## config.mk

```make
export PLATFORM = sky130hd
export DESIGN_NAME = mem_arbiter
export DESIGN_NICKNAME = d
export VERILOG_FILES = /design/src/rtl/mem_arbiter.sv
export SDC_FILE = /design/constraint.sdc
export NUM_CORES = 1
export LEC_CHECK = 0
export ABC_AREA = 1
export BUFFER_PORTS_ARGS = -buffer_cell sky130_fd_sc_hd__buf_4
export CAP_MARGIN = 20
export CORE_UTILIZATION = 43
export DETAILED_ROUTE_END_ITERATION = 8
export GPL_TIMING_DRIVEN = 0
export PLACE_DENSITY = 0.87
export SYNTH_ARGS = -nofsm -noshare
export SYNTH_HDL_FRONTEND = slang
export SYNTH_SLANG_ARGS = --single-unit
```

## constraint.sdc

```tcl
create_clock -name CLK -period 2.9 [get_ports CLK]
set_clock_uncertainty 0.2 [all_clocks]
set_input_delay 0.435 -clock CLK [delete_from_list [all_inputs] [get_ports CLK]]
set_output_delay 0.435 -clock CLK [all_outputs]
set_load 0.02 [all_outputs]
```

## src/rtl/mem_arbiter.sv

```systemverilog
// Two-requester (CPU, DMA) data memory arbiter with bounded bursts.
// Ports: CLK/reset_n (sync, active-low); cpu_*/dma_* request side
// (req, we, addr, wdata, gnt, rvalid); shared rdata; mem_addr/mem_we/
// mem_din/mem_dout to the data memory; conflict_ct wait-cycle counter.
// Optional macro MEM_ARB_PERF_CNT_EN builds the conflict counter;
// otherwise conflict_ct is tied to zero.
module mem_arbiter #(
   parameter int AW        = 8,
   parameter int DW        = 8,
   parameter int MAX_BURST = 4
) (
   input  logic          CLK,
   input  logic          reset_n,
   input  logic          cpu_req,
   input  logic          cpu_we,
   input  logic [AW-1:0] cpu_addr,
   input  logic [DW-1:0] cpu_wdata,
   input  logic          dma_req,
   input  logic          dma_we,
   input  logic [AW-1:0] dma_addr,
   input  logic [DW-1:0] dma_wdata,
   output logic          cpu_gnt,
   output logic          dma_gnt,
   output logic          cpu_rvalid,
   output logic          dma_rvalid,
   output logic [DW-1:0] rdata,
   output logic [AW-1:0] mem_addr,
   output logic          mem_we,
   output logic [DW-1:0] mem_din,
   input  logic [DW-1:0] mem_dout,
   output logic [15:0]   conflict_ct
);

   typedef enum logic [1:0] {
      IDLE    = 2'd0,
      OWN_CPU = 2'd1,
      OWN_DMA = 2'd2
   } state_t;

   localparam logic [3:0] BURST_LAST = 4'(MAX_BURST - 1);

   state_t        state_q, state_d, oth_st;
   logic          last_dma_q, last_dma_d;
   logic [3:0]    burst_q, burst_d;
   logic [DW-1:0] rdata_q, rdata_d;
   logic          cpu_rv_q, cpu_rv_d;
   logic          dma_rv_q, dma_rv_d;
   logic          cpu_gnt_q, cpu_gnt_d;
   logic          dma_gnt_q, dma_gnt_d;
   logic          own_cpu, own_dma;
   logic          own_req, oth_req, own_we;
   logic          burst_last;

   always_comb begin
      own_cpu    = (state_q == OWN_CPU);
      own_dma    = (state_q == OWN_DMA);
      own_req    = (own_cpu & cpu_req) | (own_dma & dma_req);
      oth_req    = (own_cpu & dma_req) | (own_dma & cpu_req);
      own_we     = (own_cpu & cpu_we) | (own_dma & dma_we);
      oth_st     = own_cpu ? OWN_DMA : OWN_CPU;
      burst_last = (burst_q == BURST_LAST);
   end

   // Memory side follows the owner; write is gated by reset so an
   // in-flight write is dropped in the reset cycle itself.
   always_comb begin
      mem_we   = reset_n & own_req & own_we;
      mem_addr = '0;
      mem_din  = '0;
      if (own_cpu) begin
         mem_addr = cpu_addr;
         mem_din  = cpu_wdata;
      end else if (own_dma) begin
         mem_addr = dma_addr;
         mem_din  = dma_wdata;
      end
   end

   always_comb begin
      state_d = state_q;
      unique case (state_q)
         IDLE: begin
            // Tie goes to whoever was not served last.
            if (cpu_req && (!dma_req || last_dma_q))
               state_d = OWN_CPU;
            else if (dma_req)
               state_d = OWN_DMA;
         end
         OWN_CPU, OWN_DMA: begin
            if (!own_req)
               state_d = oth_req ? oth_st : IDLE;
            else if (burst_last && oth_req)
               state_d = oth_st;
         end
         default: state_d = IDLE;
      endcase
   end

   always_comb begin
      burst_d = burst_q;
      if (state_d != state_q)
         burst_d = '0;
      else if (own_req)
         burst_d = burst_last ? 4'd0 : burst_q + 4'd1;

      last_dma_d = last_dma_q;
      if (state_d == OWN_CPU) last_dma_d = 1'b0;
      if (state_d == OWN_DMA) last_dma_d = 1'b1;

      cpu_gnt_d = (state_d == OWN_CPU);
      dma_gnt_d = (state_d == OWN_DMA);

      rdata_d  = rdata_q;
      cpu_rv_d = own_req & ~own_we & own_cpu;
      dma_rv_d = own_req & ~own_we & own_dma;
      if (own_req && !own_we)
         rdata_d = mem_dout;
   end

   always_ff @(posedge CLK) begin
      if (!reset_n) begin
         state_q    <= IDLE;
         last_dma_q <= 1'b1;
         burst_q    <= '0;
         rdata_q    <= '0;
         cpu_rv_q   <= 1'b0;
         dma_rv_q   <= 1'b0;
         cpu_gnt_q  <= 1'b0;
         dma_gnt_q  <= 1'b0;
      end else begin
         state_q    <= state_d;
         last_dma_q <= last_dma_d;
         burst_q    <= burst_d;
         rdata_q    <= rdata_d;
         cpu_rv_q   <= cpu_rv_d;
         dma_rv_q   <= dma_rv_d;
         cpu_gnt_q  <= cpu_gnt_d;
         dma_gnt_q  <= dma_gnt_d;
      end
   end

   assign cpu_gnt    = cpu_gnt_q;
   assign dma_gnt    = dma_gnt_q;
   assign cpu_rvalid = cpu_rv_q;
   assign dma_rvalid = dma_rv_q;
   assign rdata      = rdata_q;

`ifdef MEM_ARB_PERF_CNT_EN
   logic [15:0] ct_q, ct_d;
   logic        waiting;

   always_comb begin
      waiting = (cpu_req & ~cpu_gnt_q) | (dma_req & ~dma_gnt_q);
      ct_d    = ct_q + 16'(waiting);
   end

   always_ff @(posedge CLK) begin
      if (!reset_n) ct_q <= '0;
      else          ct_q <= ct_d;
   end

   assign conflict_ct = ct_q;
`else
   assign conflict_ct = '0;
`endif

endmodule

```

==> impl_results.html <==
<table>
<tr><th>Metric</th><th>Value</th></tr>
<tr><th colspan="2">Status</th></tr>
<tr><td>Status</td><td>finished, final reports clean</td></tr>
<tr><th colspan="2">Placement</th></tr>
<tr><td>Worst-case setup slack after placement</td><td>approximately 500 ps</td></tr>
<tr><td>Sum of net half-perimeters after detailed placement</td><td>about 2.5 mm</td></tr>
<tr><td>Routability-driven placement congestion ratio</td><td>0.767</td></tr>
<tr><td>Count of input and output buffers</td><td>between 70 and 80</td></tr>
<tr><th colspan="2">Drt</th></tr>
<tr><td>Pre-antenna DRT Iters</td><td>4</td></tr>
<tr><td>Total Routed Length</td><td>about 3.1 mm</td></tr>
<tr><td>Remaining DRCs</td><td>0</td></tr>
<tr><td>Vias</td><td>roughly 1,300</td></tr>
<tr><td>First-iteration detailed-routing DRC count</td><td>17</td></tr>
<tr><td>Post-route ant nets</td><td>0</td></tr>
<tr><td>Detail-routed via count per cell</td><td>4.69</td></tr>
<tr><td>Routed wire length per instance</td><td>10.8 um</td></tr>
<tr><th colspan="2">Synthesis</th></tr>
<tr><td>Sequential element share of the synthesized area</td><td>0.314</td></tr>
<tr><td>Main synth FF type</td><td>dfxtp_1</td></tr>
<tr><td>Library cell with the largest summed area after synthesis</td><td>dfxtp_1</td></tr>
<tr><td>Most instantiated library cell after synthesis</td><td>nor2_1</td></tr>
<tr><td>Top cells by area, synth</td><td>dfxtp_1 (31%), a22o_1 (12%), buf_4 (11%)</td></tr>
<tr><td>Count of mapped cells out of synthesis</td><td>between 150 and 200</td></tr>
<tr><td>Warnings from Yosys</td><td>0</td></tr>
<tr><td>Count of flip-flops with a built-in enable after synthesis</td><td>0</td></tr>
<tr><td>Fraction of synthesized cell area taken by the top area cell type</td><td>0.314</td></tr>
<tr><td>Number of distinct library cell variants in the gate-level netlist after synthesis</td><td>27</td></tr>
<tr><td>Most numerous cell types in the synthesized netlist</td><td>nor2_1 (26), dfxtp_1 (19), nand2_1 (18), buf_4 (17), a22o_1 (16)</td></tr>
<tr><td>Post-synthesis async set-or-reset flop share</td><td>0</td></tr>
<tr><td>Average cell area after synthesis</td><td>7.47 um2</td></tr>
<tr><td>Post-synthesis instance area</td><td>~0.0012 mm2</td></tr>
<tr><td>Number of synthesized register bits</td><td>19</td></tr>
<tr><th colspan="2">Clock tree</th></tr>
<tr><td>Number of CTS-inserted buffers</td><td>3</td></tr>
<tr><td>Total number of H-tree levels</td><td>1</td></tr>
<tr><td>Post-cts gate resize count</td><td>0</td></tr>
<tr><td>Clock Sinks</td><td>19</td></tr>
<tr><td>Hold-fix buffers at CTS</td><td>0</td></tr>
<tr><td>Maximum buffer depth of the clock tree</td><td>2</td></tr>
<tr><td>Worst-skew pair later-pin latency</td><td>290 ps</td></tr>
<tr><td>Clock slew at reported path FFs</td><td>110 ps</td></tr>
<tr><td>Buffers inserted during post-CTS setup optimization</td><td>0</td></tr>
<tr><td>CTS Root Cell</td><td>clkbuf_4</td></tr>
<tr><td>CTS tree</td><td>yes</td></tr>
<tr><th colspan="2">Critical path</th></tr>
<tr><td>Cell chain of the critical path</td><td>inv_1 -&gt; ha_1 -&gt; buf_4 -&gt; inv_1 -&gt; o22ai_1 -&gt; and3_2 -&gt; buf_4</td></tr>
<tr><td>Worst path max stage delay</td><td>between 300 and 400 ps</td></tr>
<tr><td>Launching point of the worst reg2reg path</td><td>state_q[1]</td></tr>
<tr><td>Cell family contributing the most delay on the critical path</td><td>buffers and inverters</td></tr>
<tr><td>CP Data Required Time</td><td>roughly 2300 ps</td></tr>
<tr><td>Arrival time of the worst setup path</td><td>2010 ps</td></tr>
<tr><td>Startpoint type of the worst setup path</td><td>register</td></tr>
<tr><td>Count of cells along the worst register-to-register path</td><td>12</td></tr>
<tr><td>Setup slack of the most critical reg-to-reg path</td><td>830 ps</td></tr>
<tr><td>Critical path class</td><td>reg -&gt; out</td></tr>
<tr><td>Capturing point of the worst reg2reg path</td><td>burst_q[1]</td></tr>
<tr><td>Buffers &amp; Inverters on Critical Path</td><td>4</td></tr>
<tr><td>Crit path max-delay cell type</td><td>dfxtp_1</td></tr>
<tr><td>Crit. End Element</td><td>output pin</td></tr>
<tr><td>Critical path peak fanout</td><td>10</td></tr>
<tr><th colspan="2">Final layout</th></tr>
<tr><td>Final net count</td><td>about 310</td></tr>
<tr><td>Fraction of final layout cells sized beyond drive strength 1</td><td>0.435</td></tr>
<tr><td>Area Overhead vs Synth</td><td>56.0%</td></tr>
<tr><td>Post-Route Utilization</td><td>0.735</td></tr>
<tr><td>Number of antenna diodes</td><td>0</td></tr>
<tr><th colspan="2">Pwr</th></tr>
<tr><td>Switch share</td><td>0.355</td></tr>
<tr><td>Post-layout power</td><td>approximately 0.75 mW</td></tr>
<tr><td>P_int</td><td>about 0.48 mW</td></tr>
<tr><td>Worst voltage drop across the vdd grid</td><td>~0.39 mV</td></tr>
<tr><td>Fraction of power consumed by combinational cells</td><td>0.436</td></tr>
<tr><td>Proportion of power drawn by the clock network</td><td>0.171</td></tr>
<tr><td>Portion of total power attributed to sequential cells</td><td>0.393</td></tr>
<tr><td>Power dissipated by switching net loads</td><td>between 0.2 and 0.3 mW</td></tr>
<tr><td>Static leakage power</td><td>a little over 1 nW</td></tr>
<tr><td>Power per standard cell area</td><td>between 300 and 400 mW/mm2</td></tr>
<tr><th colspan="2">Global routing</th></tr>
<tr><td>Number of antenna violations at the first check in global routing</td><td>0</td></tr>
<tr><td>Total GRT Usage</td><td>0.209</td></tr>
<tr><td>Pin count of the biggest net entering global routing</td><td>12</td></tr>
<tr><td>Vias in the first global route</td><td>between 1,000 and 1,500</td></tr>
<tr><td>Final global-route overflow total</td><td>0</td></tr>
<tr><td>Wire length of the first global-routing pass</td><td>between 4 and 5 mm</td></tr>
<tr><th colspan="2">Die</th></tr>
<tr><td>Die outline area</td><td>between 0.003 and 0.004 mm2</td></tr>
<tr><td>I/O Pins</td><td>91</td></tr>
<tr><td>Width of the die</td><td>between 50 and 60 um</td></tr>
<tr><td>Die H</td><td>55.0 um</td></tr>
<tr><td>Floorplan Core Area</td><td>about 0.0026 mm2</td></tr>
<tr><td>Site row count</td><td>18</td></tr>
<tr><td>Initial core utilization</td><td>0.471</td></tr>
<tr><th colspan="2">Timing</th></tr>
<tr><td>Setup TNS</td><td>0 ps</td></tr>
<tr><td>Number of endpoints with negative hold slack in the final report</td><td>0</td></tr>
<tr><td>Number of endpoints failing setup at the final stage</td><td>0</td></tr>
<tr><td>Final worst-path cycle share</td><td>0.912</td></tr>
<tr><td>Final critical path time including I/O delays and setup</td><td>around 2600 ps</td></tr>
<tr><td>RSZ-0062 raised after global routing</td><td>false</td></tr>
<tr><td>Highest achievable clock rate</td><td>378 MHz</td></tr>
<tr><td>Final Slew Violations</td><td>0</td></tr>
<tr><td>Final worst slack</td><td>~260 ps</td></tr>
<tr><th colspan="2">Worst hold path</th></tr>
<tr><td>Worst hold start</td><td>mem_dout[2]</td></tr>
<tr><td>Kind of path behind the tightest hold check</td><td>in -&gt; reg</td></tr>
<tr><td>Number of instances on the worst hold path</td><td>3</td></tr>
<tr><td>Capture endpoint of the worst hold path</td><td>rdata[2]</td></tr>
<tr><th colspan="2">Job</th></tr>
<tr><td>Max cap viols</td><td>0</td></tr>
</table>
-- sequential cells by signal, indices dropped and copies added (netlist names) --
name,flops
state_q,2
dma_gnt,1
last_dma_q,1
burst_q,4
dma_rvalid,1
cpu_rvalid,1
cpu_gnt,1
rdata,8
-- routing by layer --
layer  wire, um  track usage  vias to the layer above
li1           -            -                      693
met1       1130        0.230                      584
met2       1480        0.386                       59
met3        452       0.0738                        0
met4          0       0.0375                        0
met5          0            0                        -
-- how the worst max path moves through the flow --
| stage | depth (start not counted) | startpoint | endpoint | slack (ps) |
|---|---|---|---|---|
| 2_1_floorplan | 5 | state_q[1] | mem_addr[1] | 770 |
| 5_1_grt | 7 | state_q[1] | mem_we | 80 |
| 3_5_place_dp | 6 | state_q[1] | mem_din[1] | 490 |
| 3_3_place_gp | 6 | state_q[1] | mem_din[3] | 510 |
| 6_report | 7 | state_q[1] | mem_we | 260 |
| 4_1_cts | 6 | state_q[1] | mem_din[1] | 160 |
-- cells in the final DEF (no fill, tap or decap), types with 2 or more instances in the layout --
cell      synthesis  layout
clkbuf_4          0       3
nor3_1            3       3
inv_1            11      11
dfxtp_1          19      19
a21oi_1           2       2
nor2_2            2       2
clkbuf_1          3       2
ha_1              5       5
o21ai_0          11      11
nor2_1           26      26
inv_2             3       3
a22o_1           16      16
buf_4            17      91
nand3_1           9       9
conb_1            1      16
nand2_2           5       5
nand2_1          18      18
-- power by group through the flow --
stage          sequential [mW]  combinational, mW  clock (mW)
2_1_floorplan            0.315              0.181           0
3_3_place_gp             0.298              0.322           0
3_5_place_dp             0.299              0.326           0
4_1_cts                  0.293              0.326       0.131
5_1_grt                  0.296              0.358       0.144
6_report                 0.293              0.325       0.128
-- worst min-delay path: stages --
cell and delay, ps:
buf_4 80, nor2_1 30, nor2_1 80
-- per-stage QoR --
stage	cells	area (um2)	hold WS, ps
2_1_floorplan	177	1270	224
3_3_place_gp	281	1860	267
3_5_place_dp	281	1860	273
4_1_cts	285	1890	159
5_1_grt	285	1890	173
6_report	285	1890	161
-- cell type report --
type	instances	area, um2
multi-input cells	123	688
fillers	222	679
repair buffers	74	556
flip-flops and latches	19	380
plain buffers	20	140
inverters	15	58.8
well taps	30	37.5
clock buffers	3	22.5
clock inverters	1	5.00
-- cell families after synthesis --
logic type      share of synthesized area
flops                               0.314
compound gates                      0.201
fa+ha+maj                          0.0517
buf+inv                             0.163
other cells                       0.00310
mux                               0.00827
simple gates                        0.251
xor+xnor                          0.00724
Power figures use the tool's default switching activity.
